<file path="src/rtl/trb_mem_arbiter.sv">
// Shares one single-port trace RAM between a logger (alternating write/read slots)
// and a system readout port that wins the read slot whenever it has a request pending.
module trb_mem_arbiter #(
  parameter int DEPTH  = 16,
  parameter int WIDTH  = 8,
  parameter int ADDR_W = $clog2(DEPTH)
) (
  input  logic              CLK_I,
  input  logic              RST_NI,
  input  logic              ENABLE_I,
  input  logic              CLEAR_I,
  output logic              RW_TURN_O,
  output logic              WRITE_ALLOW_O,
  output logic              READ_ALLOW_O,
  input  logic              LOG_WRITE_I,
  input  logic [ADDR_W-1:0] LOG_WPTR_I,
  input  logic [WIDTH-1:0]  LOG_WDATA_I,
  input  logic [ADDR_W-1:0] LOG_RPTR_I,
  output logic [WIDTH-1:0]  LOG_RDATA_O,
  input  logic              SYS_REQ_I,
  input  logic [ADDR_W-1:0] SYS_ADDR_I,
  output logic              SYS_GNT_O,
  output logic              SYS_VALID_O,
  output logic [WIDTH-1:0]  SYS_DATA_O,
  output logic              MEM_EN_O,
  output logic              MEM_WE_O,
  output logic [ADDR_W-1:0] MEM_ADDR_O,
  output logic [WIDTH-1:0]  MEM_WDATA_O,
  input  logic [WIDTH-1:0]  MEM_RDATA_I
);

  typedef enum logic [1:0] {S_IDLE, S_RUN, S_DRAIN} state_e;

  state_e            state_q, state_d;
  logic              rw_turn_q, rw_turn_d;
  logic              pend_q, pend_d;
  logic [ADDR_W-1:0] pend_addr_q, pend_addr_d;
  logic              pf_vld_q, pf_vld_d;
  logic [ADDR_W-1:0] pf_tag_q, pf_tag_d;
  logic [WIDTH-1:0]  log_rdata_q, log_rdata_d;
  logic              log_cap_q;
  logic [ADDR_W-1:0] cap_addr_q;
  logic              sys_vld_q;
  logic [WIDTH-1:0]  sys_data_q;

  logic run, wr_slot, rd_slot, sys_gnt, log_rd, wr_issue;

  always_comb begin
    state_d = state_q;
    case (state_q)
      S_IDLE:  if (ENABLE_I) state_d = S_RUN;
      S_RUN:   if (!ENABLE_I) state_d = S_DRAIN;
      S_DRAIN: state_d = S_IDLE;
      default: state_d = S_IDLE;
    endcase
    if (CLEAR_I) state_d = S_IDLE;

    rw_turn_d = 1'b0;
    if (state_d == S_RUN) rw_turn_d = (state_q == S_RUN) ? ~rw_turn_q : 1'b1;
  end

  // System reads take the read slot (every IDLE cycle counts as one); DRAIN issues nothing.
  assign run      = (state_q == S_RUN);
  assign wr_slot  = run & rw_turn_q;
  assign rd_slot  = run & ~rw_turn_q;
  assign sys_gnt  = pend_q & ((state_q == S_IDLE) | rd_slot);
  assign log_rd   = rd_slot & ~pend_q;
  assign wr_issue = wr_slot & LOG_WRITE_I;

  assign MEM_EN_O    = sys_gnt | log_rd | wr_issue;
  assign MEM_WE_O    = wr_issue;
  assign MEM_ADDR_O  = wr_issue ? LOG_WPTR_I : (sys_gnt ? pend_addr_q : LOG_RPTR_I);
  assign MEM_WDATA_O = LOG_WDATA_I;

  always_comb begin
    pend_d      = pend_q ? ~sys_gnt : SYS_REQ_I;
    pend_addr_d = (!pend_q && SYS_REQ_I) ? SYS_ADDR_I : pend_addr_q;
    if (CLEAR_I) pend_d = 1'b0;

    pf_tag_d    = log_cap_q ? cap_addr_q : pf_tag_q;
    pf_vld_d    = log_cap_q | pf_vld_q;
    log_rdata_d = log_cap_q ? MEM_RDATA_I : log_rdata_q;
    // A write to the tag address invalidates, including a capture landing this cycle.
    if (wr_issue && (LOG_WPTR_I == pf_tag_d)) pf_vld_d = 1'b0;
    if (CLEAR_I) pf_vld_d = 1'b0;
  end

  always_ff @(posedge CLK_I or negedge RST_NI) begin
    if (!RST_NI) begin
      state_q     <= S_IDLE;
      rw_turn_q   <= 1'b0;
      pend_q      <= 1'b0;
      pend_addr_q <= '0;
      pf_vld_q    <= 1'b0;
      pf_tag_q    <= '0;
      log_rdata_q <= '0;
      log_cap_q   <= 1'b0;
      cap_addr_q  <= '0;
      sys_vld_q   <= 1'b0;
      sys_data_q  <= '0;
    end else begin
      state_q     <= state_d;
      rw_turn_q   <= rw_turn_d;
      pend_q      <= pend_d;
      pend_addr_q <= pend_addr_d;
      pf_vld_q    <= pf_vld_d;
      pf_tag_q    <= pf_tag_d;
      log_rdata_q <= log_rdata_d;
      log_cap_q   <= log_rd;
      cap_addr_q  <= LOG_RPTR_I;
      sys_vld_q   <= sys_gnt;
      if (sys_vld_q) sys_data_q <= MEM_RDATA_I;
    end
  end

  assign RW_TURN_O     = rw_turn_q;
  assign WRITE_ALLOW_O = wr_slot;
  assign READ_ALLOW_O  = rd_slot & pf_vld_q & (pf_tag_q == LOG_RPTR_I);
  assign LOG_RDATA_O   = log_rdata_q;
  assign SYS_GNT_O     = sys_gnt;
  assign SYS_VALID_O   = sys_vld_q;
  // Return data is shown straight from the RAM on the valid cycle, then held.
  assign SYS_DATA_O    = sys_vld_q ? MEM_RDATA_I : sys_data_q;

endmodule

</file>
<file path="config.mk">
export PLATFORM = sky130hd
export DESIGN_NAME = trb_mem_arbiter
export DESIGN_NICKNAME = d
export VERILOG_FILES = /design/src/rtl/trb_mem_arbiter.sv
export SDC_FILE = /design/constraint.sdc
export NUM_CORES = 1
export LEC_CHECK = 0
export BUFFER_PORTS_ARGS = -buffer_cell sky130_fd_sc_hd__buf_2
export CORE_UTILIZATION = 40
export CTS_BUF_LIST = sky130_fd_sc_hd__clkbuf_16
export DETAILED_ROUTE_END_ITERATION = 10
export MAX_ROUTING_LAYER = met4
export PLACE_DENSITY = 0.79
export SLEW_MARGIN = 20
export SYNTH_ARGS = -nofsm -noshare
export SYNTH_HDL_FRONTEND = slang
export SYNTH_SLANG_ARGS = --single-unit
</file>
<file path="constraint.sdc">
create_clock -name CLK_I -period 1.85 [get_ports CLK_I]
set_input_delay 0.185 -clock CLK_I [delete_from_list [all_inputs] [get_ports CLK_I]]
set_output_delay 0.185 -clock CLK_I [all_outputs]
set_load 0.02 [all_outputs]
</file>
Word level (Yosys, flattened, before mapping)
Index checks and enable logic that the tools add are counted.
{"block": "op_classes", "bitwise": 14, "muxes": 14, "n_reduce_logical": 4, "eq_ne": 4}
{"operator": "$mux W4", "n": 3}
{"operator": "$eq A4 B4 Y1", "n": 2}
{"operator": "$mux W8", "n": 1}
{"operator": "$and A1 B1 Y1", "n": 7}
{"operator": "$mux W1", "n": 6}
{"operator": "$mux W2", "n": 3}
{"operator": "$eq A2 B1 Y1 const B", "n": 2}
{"operator": "$or A1 B1 Y1", "n": 4}
{"operator": "$pmux W2 S2", "n": 1}
{"operator": "$not A1 Y1", "n": 3}
{"operator": "$logic_and A1 B1 Y1", "n": 2}
{"operator": "$logic_not A2 Y1", "n": 1}
{"operator": "$logic_not A1 Y1", "n": 1}
{"block": "word_totals", "output_inout_bits": 35, "word_cells": 47, "in_bits": 34, "ff_bits": 35}

Logic depth before layout (Yosys ltp)
{"block": "logic_depth", "depth_word": 7, "ltp_mapped": 5, "mapped_depth_nobuf": 5}

Least setup slack after synthesis
No wires, ideal clock.
{"block": "synth_path", "kind": "register to output", "start": "register rw_turn_q (netlist: RW_TURN_O)", "end": "output MEM_ADDR_O[0]", "required_time_ns": 1.665, "arrival_ns": 1.513, "path_stages_with_launch": 6, "setup_slack_ns": 0.152, "cell_sequence": "dfrtp_1 nand2_1 nand3b_1 inv_1 nand2_1 a31oi_1"}
{"block": "synth_via", "elab_chain_len": 6, "word_cells_on_any_way": 8, "cone_classes": "mux (2); bitwise (6)"}
{"element": "start, declared", "line": "35", "source": "logic rw_turn_q, rw_turn_d;"}
{"element": "start signal, assigned", "line": "103", "source": "rw_turn_q <= rw_turn_d;"}
{"element": "$not A1 Y1", "line": "65", "source": "assign rd_slot = run & ~rw_turn_q;"}
{"element": "$and A1 B1 Y1", "line": "65"}
{"element": "$or A1 B1 Y1", "line": "66", "source": "assign sys_gnt = pend_q & ((state_q == S_IDLE) | rd_slot);"}
{"element": "$and A1 B1 Y1", "line": "66"}
{"element": "named net SYS_GNT_O", "line": "22", "source": "output logic SYS_GNT_O,"}
{"element": "$mux W4 (2 in a row)", "line": "72", "source": "assign MEM_ADDR_O = wr_issue ? LOG_WPTR_I : (sys_gnt ? pend_addr_q : LOG_RPTR_I);"}
{"element": "end, declared", "line": "27", "source": "output logic [ADDR_W-1:0] MEM_ADDR_O,"}
The timed path passes the listed nets, and every way through them passes these cells.

Final worst setup path
{"block": "layout_path", "start": "register state_q[0]", "end": "output MEM_EN_O"}
{"block": "layout_via", "elab_chain_len": 6, "word_cells_on_any_way": 10, "cone_classes": "eq/ne (1); bitwise (8); reduce/logical (1)"}
{"element": "start, declared", "line": "34", "source": "state_e state_q, state_d;"}
{"element": "start signal, assigned", "line": "102", "source": "state_q <= state_d;"}
{"element": "$eq A2 B1 Y1", "line": "63", "source": "assign run = (state_q == S_RUN);"}
{"element": "$and A1 B1 Y1", "line": "65"}
{"element": "$or A1 B1 Y1", "line": "66"}
{"element": "$and A1 B1 Y1", "line": "66"}
{"element": "$or A1 B1 Y1", "line": "70", "source": "assign MEM_EN_O = sys_gnt | log_rd | wr_issue;"}
{"element": "$or A1 B1 Y1 *", "line": "70"}
{"element": "end, declared", "line": "25", "source": "output logic MEM_EN_O,"}
Mark *: on every way between the ends. The rest lies on a longest branch, timed or not.

==> summary by stage <==
Worst setup path
Tracing the worst setup path back leads to its startpoint at state_q[0]. The type of element launching the critical path is a flop. The delay of the slowest cell on the worst path is 0.39 ns. The required time at the endpoint of the critical path is 1.66 ns. In this run the critical register-to-register path is launched from log_cap_q. The critical path goes through nor2b_1 > nand3_2 > inv_1 > or3_1 > buf_2. The type of the setup path with the least slack is flop to output pin. The peak fanout along the critical path is 9. The cell with the largest stage delay on the worst path is sky130_fd_sc_hd__dfrtp_1. STA classifies the critical path endpoint as an output pin. Data on the critical path arrives at its endpoint at between 1.5 and 2 ns.

Floorplanning
The core outline area is 3470 um2. The die width is 63.4 um. The initial utilization of the core area, before any placement, comes to 0.434.

The top-level port count is roughly 70. The area enclosed by the die boundary is 4020 um2. The die is 63.4 um tall. The number of placement rows is 21.

Job
The tool flagged a number of max-cap violations equal to 0.

Drt
Summed over all layers, the routed wires come to 3070 um. The final antenna-violating net count is 0. In the routed design, unresolved DRC markers number 0. The via count is between 1000 and 1500. In the final routed layout, each cell accounts on average for 14.1 um. The detailed-routing iteration count for the pre-antenna-repair pass is 4. After detailed routing, the number of vias per cell comes to 4.87. The first routing iteration left 39 violations.

Logic synthesis
The number of unique standard cell types used by synthesis is 23. The part of the Yosys area used for sequential elements is 0.581. When the netlist entered floorplanning its net count stood at 150.

The average instance area after synthesis is 13.0 um2. The number of warnings printed during yosys synthesis is 0. The count of state elements after synthesis is 35. The total standard cell area after synthesis is 1510 um2. The cell count after synthesis came out at around 120.

Place
The count of buffers added on input and output ports is 52. After detailed placement, the design holds a cell count of 205. The routability congestion estimate is ~0.75. The half-perimeter wire length after detailed placement is roughly 2300 um.

The worst setup slack before clock tree synthesis is 0.337 ns.

STA
The clock arrives with 0.00394 ns of skew. The transition time of the tightest slew-check pin is roughly 0.73 ns. Setup slack on the critical path of the routed design comes to roughly 0.099 ns. The headroom to the max-slew limit is 0.511. The timing-limited maximum frequency is 571 MHz.

Setup repair after global routing left no endpoint under its margin. The count of final hold-check violations was 0. The final max-slew violation count is 0. Adding up every negative setup slack in the final design gives 0 ns. Of the available clock period, the critical path in the final layout requires 0.946. Setup violations remaining at the end of the flow were counted as 0. The post-layout minimum cycle time is roughly 1.8 ns.

Power
Of the total power, the share spent switching nets is 0.284. The power share of the combinational group is 0.241. The leakage power is around 0.96 nW. The maximum vdd ir drop is roughly 0.58 mV. The internal power contribution is 1.63 mW. Of the total power, the clock network draws 0.331. The power spent charging and discharging nets is about 0.64 mW. In this run the power density over the cells is 1160 nW/um2.

Of the total power, registers draw 0.428.

Clocking
CTS saw 35 sinks. The H-tree generated during clock tree synthesis spans 2 levels. At the later pin of the worst-skew pair, clock insertion delay measures 0.28 ns.

The clock input transition at the sequential cells of the worst setup and hold paths is 0.05 ns. The total CTS buffers is 5. The clock tree from TritonCTS is built. The largest buffer count on any clock path is 2.

The buffer type at the clock tree root is sky130_fd_sc_hd__clkbuf_16.

Finish
After the flow finishes, the layout carries non-filler instances totaling 218. The fraction of final layout cells with drive strength greater than 1 is 0.547. Compared with the post-synthesis result, the final layout area differs by 29.3%. Leaving out fill and tap cells, the most frequent cell in the layout is sky130_fd_sc_hd__buf_2. The number of antenna cells inserted is 0. Leaving out fill and tap cells, the most frequent cells in the layout are sky130_fd_sc_hd__buf_2, sky130_fd_sc_hd__dfrtp_1, sky130_fd_sc_hd__mux2_2. The number of nets in the finished design is 206.

Status
The run finished with clean final reports.

Worst hold path
The worst hold path belongs to the class input pin to flop. The worst hold path begins at LOG_RPTR_I[1].

Global route
Summed over all layers, the global routing overflow is 0. The initial antenna violation count was 0. The pin count of the biggest net entering global routing is 36. The overall global routing resource usage is 0.169.

The first-pass GRT wire length is 4960 um. The via count of the first global-routing pass is 1082.
[path summary, 6_finish.rpt]
check                                 to  slack, ns  cells past startpoint
setup reg to reg                pf_vld_q       0.41                      4
min in group asynchronous  sys_data_q[4]       0.52                      2
setup / recovery                MEM_EN_O        0.1                      5
max in group asynchronous      RW_TURN_O       0.81                      2
hold / removal             cap_addr_q[1]       0.06                      1
hold reg to reg            sys_data_q[0]       0.49                      1
[power groups by stage]
stage | Sequential, mW | Clock, mW | Combinational, mW
final | 0.970 | 0.752 | 0.547
after global routing | 0.986 | 0.824 | 0.590
after CTS | 0.970 | 0.776 | 0.541
after detailed placement | 0.982 | 0 | 0.538
after global placement | 0.974 | 0 | 0.526
after floorplan | 1.02 | 0 | 0.328
[synth_stat cells]
library cell               count  area share
sky130_fd_sc_hd__and2_1        2      0.0083
sky130_fd_sc_hd__mux2_2       23        0.17
sky130_fd_sc_hd__nand2_1       9       0.022
sky130_fd_sc_hd__nor2b_1       2      0.0083
sky130_fd_sc_hd__buf_6         1      0.0075
sky130_fd_sc_hd__xor2_2        1       0.011
sky130_fd_sc_hd__nand3b_1      1      0.0050
sky130_fd_sc_hd__nor2_1        8       0.020
sky130_fd_sc_hd__clkbuf_1      1      0.0025
sky130_fd_sc_hd__nor3_1        4       0.013
sky130_fd_sc_hd__xor2_1        7       0.041
sky130_fd_sc_hd__a31oi_1       4       0.017
sky130_fd_sc_hd__nor4_1        1      0.0042
sky130_fd_sc_hd__a211oi_2      1      0.0083
sky130_fd_sc_hd__dfrtp_1      35        0.58
sky130_fd_sc_hd__buf_4         8       0.040
sky130_fd_sc_hd__inv_1         2      0.0050
sky130_fd_sc_hd__mux2_4        1       0.010
sky130_fd_sc_hd__nand2b_1      1      0.0042
sky130_fd_sc_hd__nand3_2       1      0.0066
sky130_fd_sc_hd__nor3b_1       1      0.0050
sky130_fd_sc_hd__or3_1         1      0.0042
sky130_fd_sc_hd__and3_1        1      0.0042
[state kept, by name, indices dropped and copies added, names as in the netlist]
register     cells
LOG_RDATA_O      8
RW_TURN_O        1
SYS_VALID_O      1
cap_addr_q       4
log_cap_q        1
pend_addr_q      4
pend_q           1
pf_tag_q         4
pf_vld_q         1
state_q          2
sys_data_q       8
[worst max-delay path, delay by kind of cell (launching register included)]
kind                   cells  cell delay [ns]
flip-flops                 1             0.39
AND/OR/NAND/NOR            3             0.68
buffers and inverters      2             0.23
[layout make-up]
type | count | area [um2]
clock inverter | 2 | 8.76
timing repair buffer | 59 | 318
clock buffer | 5 | 125
multi-input combinational | 69 | 554
inverter | 2 | 7.51
sequential | 35 | 877
tap | 46 | 57.6
fill | 312 | 1520
[stage by stage]
step | hold slack [ns] | util | cell area [um2] | total power, mW
after floorplan | -0.111 | - | 1510 | 1.35
after global placement | 0.278 | 0.506 | 1760 | 1.50
after detailed placement | 0.293 | 0.506 | 1760 | 1.52
after CTS | 0.0593 | 0.548 | 1900 | 2.29
after global routing | 0.0616 | 0.562 | 1950 | 2.40
final | 0.0631 | 0.562 | 1950 | 2.27
[layer usage]
layer	GRT usage	vias to the layer above	share of wire
li1	-	497	-
met1	0.197	503	0.43
met2	0.261	56	0.47
met3	0.0507	5	0.082
met4	0.0938	0	0.019
met5	-	-	0
[kinds of logic (layout without fill, tap and decap cells)]
kind of cell / after synthesis / count (layout) / synth area share
AOI/OAI and AO/OA: 5 / 5 / 0.0249
xor gates and xnor gates: 8 / 8 / 0.0515
buffers and inverters: 12 / 68 / 0.0548
DFF: 35 / 35 / 0.581
muxes: 24 / 24 / 0.182
and+or+nand+nor: 32 / 32 / 0.105
[repair_timing]
item / in CTS / in global routing
hold buffers: 1 / 0
gates resized for setup: 0 / 4
setup endpoints to repair: 0 / 5
buffers inserted: 0 / 5
endpoints found under the hold margin: 35 / 0
No activity file was read; power rests on OpenSTA's default activity.
